### src/rtl/div_pkg.sv
// Shared types and constants for the shared divider arbiter.
// Latency: none (declarations only).
// Backpressure: none (declarations only).
package div_pkg;

  typedef enum logic [1:0] {
    IDLE = 2'd0,
    CALC = 2'd1,
    DONE = 2'd2
  } state_t;

  localparam int DIV_WIDTH = 32;
  localparam int DIV_N_REQ = 4;

  // Width of the iteration counter, able to hold 0..width.
  function automatic int cnt_width(input int width);
    return $clog2(width + 1);
  endfunction

endpackage

### src/rtl/div_arbiter_if.sv
// Requester-side bundle of the shared divider: request levels, operands, grant/done and results.
// Latency: none (wires only).
// Backpressure: requesters hold req and operands until their done pulse.
interface div_arbiter_if
  import div_pkg::*;
#(
  parameter int N_REQ = DIV_N_REQ,
  parameter int WIDTH = DIV_WIDTH
) ();

  logic [N_REQ-1:0]       req;
  logic [N_REQ*WIDTH-1:0] a_in;
  logic [N_REQ*WIDTH-1:0] b_in;
  logic [N_REQ-1:0]       gnt;
  logic [N_REQ-1:0]       done;
  logic                   busy;
  logic [WIDTH-1:0]       q;
  logic [WIDTH-1:0]       r;
  logic                   dz;

  modport master (
    output req, a_in, b_in,
    input  gnt, done, busy, q, r, dz
  );

  modport slave (
    input  req, a_in, b_in,
    output gnt, done, busy, q, r, dz
  );

endinterface

### src/rtl/div_seq.sv
// Bit-serial restoring unsigned divider with IDLE/CALC/DONE sequencing.
// Latency: WIDTH cycles of CALC then one DONE cycle; divide-by-zero skips straight to DONE.
// Backpressure: start is only honoured in IDLE; busy stays high until DONE exits.
module div_seq
  import div_pkg::*;
#(
  parameter int WIDTH = DIV_WIDTH
) (
  input  logic             clk,
  input  logic             rst,
  input  logic             start,
  input  logic [WIDTH-1:0] a,
  input  logic [WIDTH-1:0] b,
  output logic             busy,
  output logic             fin,
  output logic [WIDTH-1:0] q,
  output logic [WIDTH-1:0] r,
  output logic             dz
);

  localparam int CW = cnt_width(WIDTH);

  state_t           state;
  state_t           state_nxt;
  logic [CW-1:0]    cnt;
  logic [WIDTH-1:0] b_r;
  // {rem, quot}: rem carries one extra bit because a shifted remainder can reach 2*b-1.
  logic [2*WIDTH:0] rq;
  logic [2*WIDTH:0] rq_sh;
  logic [2*WIDTH:0] rq_step;
  logic [WIDTH:0]   rem_sh;
  logic             last;

  assign last = (cnt == CW'(WIDTH - 1));

  // One restoring step: shift, then subtract the divisor when it fits.
  always_comb begin
    rq_sh   = rq << 1;
    rem_sh  = rq_sh[2*WIDTH:WIDTH];
    rq_step = rq_sh;
    if (rem_sh >= {1'b0, b_r}) begin
      rq_step[2*WIDTH:WIDTH] = rem_sh - {1'b0, b_r};
      rq_step[0]             = 1'b1;
    end
  end

  // State register.
  always_ff @(posedge clk) begin
    if (rst) state <= IDLE;
    else     state <= state_nxt;
  end

  // Next-state and status decode.
  always_comb begin
    state_nxt = state;
    busy      = 1'b0;
    fin       = 1'b0;
    case (state)
      IDLE: begin
        if (start) state_nxt = (b == '0) ? DONE : CALC;
      end
      CALC: begin
        busy = 1'b1;
        if (last) state_nxt = DONE;
      end
      DONE: begin
        busy      = 1'b1;
        fin       = 1'b1;
        state_nxt = IDLE;
      end
      default: state_nxt = IDLE;
    endcase
  end

  // Operand capture, iteration and result registers; results only change on entry to DONE.
  always_ff @(posedge clk) begin
    if (rst) begin
      cnt <= '0;
      b_r <= '0;
      rq  <= '0;
      q   <= '0;
      r   <= '0;
      dz  <= 1'b0;
    end else begin
      case (state)
        IDLE: begin
          if (start) begin
            rq  <= {{(WIDTH+1){1'b0}}, a};
            b_r <= b;
            cnt <= '0;
            if (b == '0) begin
              q  <= '1;
              r  <= a;
              dz <= 1'b1;
            end
          end
        end
        CALC: begin
          rq  <= rq_step;
          cnt <= cnt + CW'(1);
          if (last) begin
            q  <= rq_step[WIDTH-1:0];
            r  <= rq_step[2*WIDTH-1:WIDTH];
            dz <= 1'b0;
          end
        end
        default: ;
      endcase
    end
  end

endmodule

### src/rtl/div_arbiter.sv
// Round-robin sharing of one iterative divider between N_REQ requesters.
// Latency: accept to done is WIDTH+1 cycles (1 cycle for divide-by-zero); next accept one cycle after DONE.
// Backpressure: requests wait on their req level while the divider is busy; no queueing.
module div_arbiter
  import div_pkg::*;
#(
  parameter int N_REQ = DIV_N_REQ,
  parameter int WIDTH = DIV_WIDTH
) (
  input  logic         clk,
  input  logic         rst,
  div_arbiter_if.slave bus
);

  localparam int PW = (N_REQ > 1) ? $clog2(N_REQ) : 1;

  logic [PW-1:0]    ptr;
  logic [PW-1:0]    win;
  logic [PW-1:0]    win_nxt;
  logic             found;
  logic             start;
  logic             seq_busy;
  logic             seq_fin;
  logic [N_REQ-1:0] gnt_r;
  logic [WIDTH-1:0] a_sel;
  logic [WIDTH-1:0] b_sel;
  logic [WIDTH-1:0] seq_q;
  logic [WIDTH-1:0] seq_r;
  logic             seq_dz;

  // Round-robin pick: first asserted req at or after ptr, wrapping.
  always_comb begin
    win   = ptr;
    found = 1'b0;
    for (int i = 0; i < N_REQ; i++) begin
      if (!found && bus.req[(int'(ptr) + i) % N_REQ]) begin
        win   = PW'((int'(ptr) + i) % N_REQ);
        found = 1'b1;
      end
    end
  end

  assign win_nxt = (win == PW'(N_REQ - 1)) ? '0 : win + PW'(1);
  assign start   = found & ~seq_busy;
  assign a_sel   = bus.a_in[int'(win)*WIDTH +: WIDTH];
  assign b_sel   = bus.b_in[int'(win)*WIDTH +: WIDTH];

  // Grant is held from accept through DONE; ptr advances past each winner.
  always_ff @(posedge clk) begin
    if (rst) begin
      gnt_r <= '0;
      ptr   <= '0;
    end else if (start) begin
      gnt_r <= N_REQ'(1) << win;
      ptr   <= win_nxt;
    end else if (seq_fin) begin
      gnt_r <= '0;
    end
  end

  div_seq #(.WIDTH(WIDTH)) u_seq (
    .clk   (clk),
    .rst   (rst),
    .start (start),
    .a     (a_sel),
    .b     (b_sel),
    .busy  (seq_busy),
    .fin   (seq_fin),
    .q     (seq_q),
    .r     (seq_r),
    .dz    (seq_dz)
  );

  assign bus.gnt  = gnt_r;
  assign bus.done = seq_fin ? gnt_r : '0;
  assign bus.busy = seq_busy;
  assign bus.q    = seq_q;
  assign bus.r    = seq_r;
  assign bus.dz   = seq_dz;

endmodule

### src/flat_wrapper.sv
// flat-port wrapper written by rule: the top's interface ports become plain ports
module div_arbiter_flat import div_pkg::*;
#(
  parameter int N_REQ = DIV_N_REQ,
  parameter int WIDTH = DIV_WIDTH
)
  (clk, rst, bus_req, bus_a_in, bus_b_in, bus_gnt, bus_done, bus_busy, bus_q, bus_r, bus_dz);
  div_arbiter_if #(.N_REQ(N_REQ), .WIDTH(WIDTH)) bus_i ();
  input  logic clk;
  input  logic rst;
  input wire logic [$bits(bus_i.req)-1:0] bus_req;
  input wire logic [$bits(bus_i.a_in)-1:0] bus_a_in;
  input wire logic [$bits(bus_i.b_in)-1:0] bus_b_in;
  output wire logic [$bits(bus_i.gnt)-1:0] bus_gnt;
  output wire logic [$bits(bus_i.done)-1:0] bus_done;
  output wire logic [$bits(bus_i.busy)-1:0] bus_busy;
  output wire logic [$bits(bus_i.q)-1:0] bus_q;
  output wire logic [$bits(bus_i.r)-1:0] bus_r;
  output wire logic [$bits(bus_i.dz)-1:0] bus_dz;
  assign bus_i.req = bus_req;
  assign bus_i.a_in = bus_a_in;
  assign bus_i.b_in = bus_b_in;
  assign bus_gnt = bus_i.gnt;
  assign bus_done = bus_i.done;
  assign bus_busy = bus_i.busy;
  assign bus_q = bus_i.q;
  assign bus_r = bus_i.r;
  assign bus_dz = bus_i.dz;
  div_arbiter #(.N_REQ(N_REQ), .WIDTH(WIDTH)) u_core (.clk(clk), .rst(rst), .bus(bus_i));
endmodule
### config.mk
export PLATFORM = sky130hd
export DESIGN_NAME = div_arbiter_flat
export DESIGN_NICKNAME = d
export VERILOG_FILES = /design/src/rtl/div_pkg.sv /design/src/rtl/div_arbiter_if.sv /design/src/rtl/div_seq.sv /design/src/rtl/div_arbiter.sv /design/src/flat_wrapper.sv
export SDC_FILE = /design/constraint.sdc
export NUM_CORES = 1
export LEC_CHECK = 0
export ABC_AREA = 1
export CAP_MARGIN = 20
export CORE_MARGIN = 4
export CORE_UTILIZATION = 25
export DETAILED_ROUTE_END_ITERATION = 6
export GPL_TIMING_DRIVEN = 0
export PLACE_DENSITY = 0.52
export SKIP_LAST_GASP = 1
export SYNTH_ARGS = -nofsm -noshare
export SYNTH_HDL_FRONTEND = slang
export SYNTH_SLANG_ARGS = --single-unit
### constraint.sdc
create_clock -name clk -period 3.9 [get_ports clk]
set_clock_uncertainty 0.2 [all_clocks]
set_input_delay 0.585 -clock clk [delete_from_list [all_inputs] [get_ports clk]]
set_output_delay 0.585 -clock clk [all_outputs]
set_load 0.05 [all_outputs]
==> results of run 1 <==
## worst max-delay path: cells and delay by family
kind          cells  cell delay [ns]
buf+inv           5             1.14
simple gates     20             2.15
## through the flow
| step | instances | hold slack, ns | power, mW |
|---|---|---|---|
| after floorplan | 1950 | 0.258 | 11.0 |
| after global placement | 2892 | 0.254 | 15.1 |
| after detailed placement | 2892 | 0.257 | 15.2 |
| after CTS | 2923 | 0.268 | 17.2 |
| after global routing | 2924 | 0.301 | 19.1 |
| final | 2924 | 0.268 | 17.5 |
## cells in the mapped netlist
master                     count
sky130_fd_sc_hd__xnor2_1      11
sky130_fd_sc_hd__o21ai_0     172
sky130_fd_sc_hd__nand3b_1      1
sky130_fd_sc_hd__nor4_1        2
sky130_fd_sc_hd__nand4_2       1
sky130_fd_sc_hd__inv_2         5
sky130_fd_sc_hd__a211oi_1      1
sky130_fd_sc_hd__ha_1         40
sky130_fd_sc_hd__buf_6         6
sky130_fd_sc_hd__nand2_4       1
sky130_fd_sc_hd__nor3_1        8
sky130_fd_sc_hd__nor3b_1       1
sky130_fd_sc_hd__a31oi_1      32
sky130_fd_sc_hd__o21a_1        3
sky130_fd_sc_hd__nand2_1     554
sky130_fd_sc_hd__nor2_1      229
sky130_fd_sc_hd__clkinv_1      2
sky130_fd_sc_hd__o21bai_1      7
sky130_fd_sc_hd__or2_2         1
sky130_fd_sc_hd__a221oi_1      3
sky130_fd_sc_hd__inv_4         1
sky130_fd_sc_hd__clkbuf_1     66
sky130_fd_sc_hd__inv_1       195
sky130_fd_sc_hd__xor2_1       19
sky130_fd_sc_hd__buf_4         4
sky130_fd_sc_hd__o22ai_1      39
sky130_fd_sc_hd__nand3_1     174
sky130_fd_sc_hd__buf_1        22
sky130_fd_sc_hd__fa_1          1
sky130_fd_sc_hd__a22oi_1       7
sky130_fd_sc_hd__a21o_1        5
sky130_fd_sc_hd__nand2_2       5
sky130_fd_sc_hd__buf_2        26
sky130_fd_sc_hd__dfxtp_1     175
sky130_fd_sc_hd__nor2_4        1
sky130_fd_sc_hd__a21oi_1      79
sky130_fd_sc_hd__nand4_1       7
sky130_fd_sc_hd__o41ai_1       1
sky130_fd_sc_hd__a21boi_0      3
sky130_fd_sc_hd__o21ai_1       1
sky130_fd_sc_hd__nand3_2       2
sky130_fd_sc_hd__nor2_2        2
sky130_fd_sc_hd__o211ai_1     35
## area by class of cell
class | count | area (um^2) | share of cell area (%)
multi-input cells | 1448 | 7180 | 42.5
flip-flops and latches | 175 | 3500 | 20.8
repair buffers | 338 | 3380 | 20.0
inverters | 203 | 764 | 4.53
well taps | 607 | 759 | 4.50
plain buffers | 121 | 666 | 3.95
clock buffers | 18 | 439 | 2.60
clock inverters | 14 | 180 | 1.07
## kinds of logic after synthesis
| family | after synthesis | synth area share, % |
|---|---|---|
| and+or+nand+nor | 989 | 34.0 |
| DFF | 175 | 29.6 |
| buffers and inverters | 327 | 11.2 |
| adders and majority gates | 41 | 4.40 |
| AOI/OAI and AO/OA | 388 | 18.6 |
| xor gates and xnor gates | 30 | 2.22 |
## path summary, 6_finish.rpt
path                          start                 end  slack (ns)
setup / recovery         bus_req[1]  u_core.u_seq.r[20]        0.15
hold / removal    u_core.u_seq.r[1]   u_core.u_seq.r[1]        0.27
setup reg to reg      u_core.ptr[1]  u_core.u_seq.r[20]        0.20
hold reg to reg   u_core.u_seq.r[1]   u_core.u_seq.r[1]        0.27
## sequential cells by signal, indices dropped and copies added, names as in the netlist
signal	count
u_core.bus.gnt	4
u_core.ptr	2
u_core.u_seq.dz	1
u_core.u_seq.r	32
u_core.u_seq.b_r	32
u_core.u_seq.q	32
u_core.u_seq.cnt	6
u_core.u_seq.rq	64
u_core.u_seq.state	2
## routing by layer
metal | up-vias | global-route usage [%]
met5 | - | 0
met4 | 0 | 4.72
met1 | 6494 | 26.0
met3 | 62 | 2.88
li1 | 7064 | -
met2 | 379 | 34.0
## power breakdown
part / total, mW / switching, mW / internal, mW
clock: 1.85 / 0.813 / 1.04
combinational: 12.9 / 8.94 / 4.01
sequential: 2.69 / 0.365 / 2.33
total: 17.5 / 10.1 / 7.37
## what timing repair did
| action | in CTS | in global routing |
|---|---|---|
| buffers inserted | 0 | 3 |
| pin swaps | 0 | 11 |
| endpoints found under the hold margin | 0 | 0 |
| hold buffers | 0 | 0 |
| endpoints found under the setup margin | 103 | 113 |
| gates resized for setup | 34 | 82 |
| gates cloned | 0 | 0 |
==> summary by stage, run 1 <==
Final layout
The fraction of final layout cells with drive strength greater than 1 is 5.96%. After the last flow step, the layout net total stands at 2607. The top cell types in the final layout, fill and taps aside, are 549 x sky130_fd_sc_hd__nand2_1, 334 x sky130_fd_sc_hd__clkdlybuf4s50_1, 220 x sky130_fd_sc_hd__nor2_1. Once layout is complete, the utilization of the core stands at 36.2%.

The number of fillers in the final layout is 5117. The growth of design area from synthesis to finish is 42.5%. The most frequent standard cell in the layout excluding fill and tap cells is sky130_fd_sc_hd__nand2_1. The final instance area is 16900 um^2. The number of diodes added for antenna fixing is 0.

Route
In the routed design, unresolved DRC markers number 0. The initial DRC count is 1039. The wire length on met2 is 25100 um. After detailed routing, the wire length on met1 is 23200 um.

Once detail routing completed, the nets flagged for antenna violations numbered 0. The total met3 wirelength after detailed routing is 2410 um. The total wire length after detailed routing is 52000 um.

The ratio of routed vias to standard cells is 4.79. In the final routed layout, each cell accounts on average for 17.8 um. The highest signal layer in the routed design is met4.

For this block, the via count after detailed routing is 14000. The first detailed-routing pass ran for 5 iterations.

Clocking
The clock tree from TritonCTS is built. The clock slew seen by the registers of the worst setup and hold paths is 0.07 ns. The buffer cell driving the clock tree root is sky130_fd_sc_hd__clkbuf_16. The clock tree synthesis step divided the H-tree into 4 levels. TritonCTS created 17 clock buffers. The number of sinks driven by the clock tree is 175. The clock latency at the later pin of the worst-skew pair is 0.45 ns. The maximum count of clock buffers along a single path is 2.

Timing
The number of hold violations in the final report is 0. The final critical path takes up 96.1% of the cycle. The achievable clock frequency is 0.267 GHz. The relative slew slack is 36.1%.

For the pin with the worst max-slew slack, the measured transition is 0.959 ns. Setup violations remaining at the end of the flow were counted as 0. For the finished layout, the period the worst path requires is 3.75 ns. For the final routed database, the setup TNS stands at 0 ns.

The count of pins over their slew limit was 0. Setup repair after global routing could not meet its margin everywhere. The final worst-path setup slack is 0.153 ns.

Power and ir drop
For this design the ratio of total power to cell area is 1040 nW/um^2. For this design the static power due to leakage is 7.54 nW. IR analysis of the VDD net gives a maximum drop of 0.000365 V.

Setup path
For the worst setup path, the data arrival time is 3.88 ns. The most common cell type on the critical path is sky130_fd_sc_hd__nand2_1. The worst-path cell with the longest stage delay is sky130_fd_sc_hd__clkdlybuf4s50_1. STA classifies the critical path endpoint as a register. The critical path in this run is classified as primary input to register. The required time at the worst-slack endpoint is 4.04 ns. The maximum cell stage delay along the critical path is 0.52 ns.

STA classifies the critical path startpoint as a primary input. In this run the worst path has a maximum fanout of 10. Measured in cells, the most critical reg-to-reg path has a length of 26.

Placed design
Once placement finished, the instance area stood at 15900 um^2. Prior to clock tree synthesis, the placed netlist has a worst setup slack of -0.700 ns. The HPWL after detailed placement is 42600 um. The congestion estimate from routability-driven global placement came to 0.903.

The count of input and output buffers is 335.

Global route
For this run the aggregate overflow at the end of global routing stands at 0. The initial antenna violation count was 0. The maximum number of pins on one net before global-route repair is 17. The number of global-route vias before repair is 13500. The first-pass GRT wire length is 78100 um. The overall routing resource usage is 19.7%.

Yosys
The mapped netlist covers 11800 um^2. The synthesized netlist cell count is 1950. The net count after synthesis is 2253.

Counting flops and latches in the post-synthesis netlist gives 175. The cell type contributing the most total cell area after synthesis is sky130_fd_sc_hd__dfxtp_1. The mean cell area of the mapped netlist is 6.07 um^2. The register area share after synthesis is 29.6%. By area the synthesized netlist is led by sky130_fd_sc_hd__dfxtp_1 30%, sky130_fd_sc_hd__nand2_1 18%, sky130_fd_sc_hd__nand3_1 7.4%. The total number of yosys warnings is 0. Of the post-synthesis cell area, the dominant cell type holds 29.6%. In this run, distinct cell masters in the synthesized netlist total 43.

Floorplan
The floorplan has 79 rows. The initial cell density of the core is 25.4%. In this run the horizontal extent of the chip is 226 um. The die area is 50900 um^2. The core region is 46700 um^2. The die outline height is 226 um. The number of primary I/O pins is 336.

Status
The run finished with clean final reports.

Job
Across the run, the number of max-cap violations was 0.

Worst hold path
The worst hold path was traced through 2 stages. The tightest min-delay check is of the register to register type.
Note: power is estimated with default switching activity, not from simulation.
==> inputs of run 2 (changes only) <==
Settings changed: CAP_MARGIN 20 to 25, GPL_ROUTABILITY_DRIVEN set to 0.
==> summary by stage, run 2 (synthesis gave the netlist of run 1 again) <==
Clocking
The clock tree from TritonCTS is built. The clock latency at the later pin of the worst-skew pair is 0.45 ns (about the same). The number of buffers inserted during clock tree synthesis is 17 (unchanged).

The number of sinks driven by the clock tree was 175 (unchanged). The maximum count of clock buffers along a single path is 2 (unchanged). The clock slew seen by the registers of the worst setup and hold paths is 0.07 ns (about the same).

The buffer cell driving the clock tree root is sky130_fd_sc_hd__clkbuf_16. The number of H-tree levels was 4 (unchanged).

Global route
The initial antenna violation count was 0 (unchanged). The first-pass GRT wire length was 78100 um (about the same). The number of global-route vias before repair was 13700 (+1.2%). The aggregate global routing overflow is 0 (unchanged). The maximum number of pins on one net before global-route repair is 17 (unchanged).

The overall routing resource usage is 19.7% (about the same).

Timing
The relative slew slack is 36.9% (+0.83 points). Setup repair after global routing left no endpoint under its margin. The fraction of the cycle the final worst path needs is 94.9% (-1.2 points). The clock period minus worst slack is 3.70 ns (-0.0456 ns).

The count of pins over their slew limit is 0 (unchanged). The achievable clock frequency is 0.270 GHz (+1.2%). The number of hold violations in the final report is 0 (unchanged).

The final setup violation count is 0 (unchanged). The slew at the pin closest to its max-slew limit is 0.946 ns (-0.0124 ns).

Setup path
The required time at the worst-slack endpoint is 4.04 ns (about the same). The data arrival time of the critical path came to 3.85 ns (-0.03 ns). The launching element type of the critical path is a primary input. The critical path endpoint category is a register. The worst-path maximum fanout came to 10 (unchanged). The start-to-end type of the worst setup path is primary input to register.

Floorplan
The die area was 50900 um^2 (unchanged). The die width is 226 um (unchanged). The number of primary I/O pins is 336 (unchanged). The initial cell density of the core is 25.4% (unchanged). The die outline height is 226 um (unchanged). The core area is 46700 um^2 (unchanged). The cell row count is 79 (unchanged).

Status
The flow ran to the end, and the final reports show no timing, DRC or antenna violations.

Final layout
The number of fillers in the final layout came to 5029 (-1.7%). The final core area utilization is 36.2% (+0.064 points). More flip-flops sit in one register than any other, and that register is u_core.u_seq.rq. The most frequent standard cell in the layout excluding fill and tap cells is sky130_fd_sc_hd__nand2_1. The final-stage net count is 2608 (+0.038%). The number of diodes added for antenna fixing is 0 (unchanged). The fraction of final layout cells with drive strength greater than 1 is 6.08% (+0.13 points). The number of flip-flops in the largest register was 64 (unchanged). The growth of design area from synthesis to finish is 42.8%.

The number of cells in the finished layout apart from fillers is 2925 (+0.034%). In the layout the commonest cells are 549 x sky130_fd_sc_hd__nand2_1, 335 x sky130_fd_sc_hd__clkdlybuf4s50_1, 223 x sky130_fd_sc_hd__nor2_1.

Placed design
The HPWL after detailed placement was 42700 um (+0.27%). The count of input and output buffers is 335 (unchanged). The total placed cells including tap cells is 2892 (unchanged).

Worst hold path
The min-delay analysis places its worst path in the category register to register.

Route
The residual antenna-violating net count after detailed routing is 0 (unchanged). The total iterations of the first detailed-routing run is 5 (unchanged). The initial DRC count came to 1062 (+2.2%). The ratio of routed vias to standard cells is 4.84 (+1.2%). The total wire length after detailed routing is 52300 um (+0.45%). The detailed-route wire length per cell came to 17.9 um (+0.42%).

The post-detailed-route DRC marker count is 0 (unchanged). The total number of vias came to 14200 (+1.2%).

Job
The number of max-cap violations came to 0 (unchanged).

Power and ir drop
The total power density per cell area is 1030 nW/um^2 (-0.14%). The static leakage is 7.54 nW (about the same). The maximum VDD drop is 0.000393 V (+7.5%).
## run 2: cell types whose count changed in the layout (fill, tap and decap cells not counted), moves of 3 or more
| cell | before | now |
|---|---|---|
| sky130_fd_sc_hd__buf_6 | 15 | 12 |
| sky130_fd_sc_hd__nor2_2 | 8 | 3 |
| sky130_fd_sc_hd__o22ai_1 | 37 | 33 |
| sky130_fd_sc_hd__nand3_2 | 5 | 8 |
| sky130_fd_sc_hd__clkbuf_2 | 9 | 13 |
| sky130_fd_sc_hd__buf_2 | 12 | 8 |
| sky130_fd_sc_hd__clkinv_2 | 1 | 4 |
| sky130_fd_sc_hd__buf_4 | 10 | 14 |
| sky130_fd_sc_hd__nor2_1 | 220 | 223 |
| sky130_fd_sc_hd__o22ai_2 | 2 | 6 |
## run 2: stage by stage
stage / instance area (um^2) / power (mW) / setup TNS (ns) / setup WS [ns] / hold slack, ns
after floorplan: 11800 / 11.0 / 0 / 0.832 / 0.258
after global placement: 15900 / 15.1 / -58.40 / -0.680 / 0.255
after detailed placement: 15900 / 15.2 / -59.42 / -0.683 / 0.263
after CTS: 16600 / 17.1 / -0.00555 / -0.00555 / 0.272
after global routing: 16900 / 19.1 / 0 / 0.00118 / 0.285
final: 16900 / 17.5 / 0 / 0.199 / 0.263
## run 2: final timing paths
kind | slack (ns) | cells past startpoint | end | startpoint
worst max-delay path | 0.20 | 25 | u_core.u_seq.r[21] | bus_req[0]
worst min-delay path | 0.26 | 2 | u_core.u_seq.r[27] | u_core.u_seq.r[27]
worst max register to register | 0.24 | 26 | u_core.u_seq.r[21] | u_core.ptr[1]
worst min register to register | 0.26 | 2 | u_core.u_seq.r[27] | u_core.u_seq.r[27]
## run 2: what timing repair did
action                     in CTS  in global routing
gates cloned                    0                  0
hold buffers                    0                  0
pin swaps                       0                 12
setup endpoints to repair     103                123
setup buffers                   0                  4
resized for setup              29                 92
## run 2: power by group
group          switching [mW]  internal [mW]  leakage (nW)  total (mW)
registers               0.367           2.33          1.43        2.69
logic                    8.97           4.00          5.81        13.0
clock network           0.789           1.03         0.291        1.82
## run 2: critical path, cell delays in order
cell	delay, ns
sky130_fd_sc_hd__clkdlybuf4s50_1	0.53
sky130_fd_sc_hd__nand2_1	0.07
sky130_fd_sc_hd__nand2_1	0.10
sky130_fd_sc_hd__nand2_1	0.07
sky130_fd_sc_hd__nand2_2	0.10
sky130_fd_sc_hd__nand3_1	0.12
sky130_fd_sc_hd__nand2_1	0.11
sky130_fd_sc_hd__nand2_2	0.08
sky130_fd_sc_hd__nand2_4	0.09
sky130_fd_sc_hd__inv_2	0.05
sky130_fd_sc_hd__clkbuf_4	0.19
sky130_fd_sc_hd__buf_4	0.19
sky130_fd_sc_hd__nand2_1	0.06
sky130_fd_sc_hd__nand3_1	0.06
sky130_fd_sc_hd__nand2_1	0.11
sky130_fd_sc_hd__nand2_1	0.07
sky130_fd_sc_hd__nor2_1	0.10
sky130_fd_sc_hd__nand2_1	0.11
sky130_fd_sc_hd__nor2_4	0.21
sky130_fd_sc_hd__nand3_4	0.14
sky130_fd_sc_hd__nand2_8	0.16
sky130_fd_sc_hd__buf_8	0.16
sky130_fd_sc_hd__nand3_2	0.12
sky130_fd_sc_hd__nor2_2	0.18
sky130_fd_sc_hd__nor2_1	0.06
## run 2: routing by layer
layer  GRT usage [%]  up-vias  routed length [um]
met5               0        -                   0
met2            33.8      402               25400
met4            5.65        0                1380
met1            25.7     6639               23100
met3            2.80       70                2420
li1                -     7058                   -
## run 2: final cells by class
type / instances / area, um^2 / area share, %
Clock buffer: 19 / 443 / 2.62
Clock inverter: 13 / 161 / 0.955
Timing Repair Buffer: 339 / 3380 / 20.0
Buffer: 121 / 654 / 3.87
Tap cell: 607 / 759 / 4.49
Sequential cell: 175 / 3500 / 20.7
Inverter: 203 / 764 / 4.52
Multi-Input combinational cell: 1448 / 7230 / 42.8
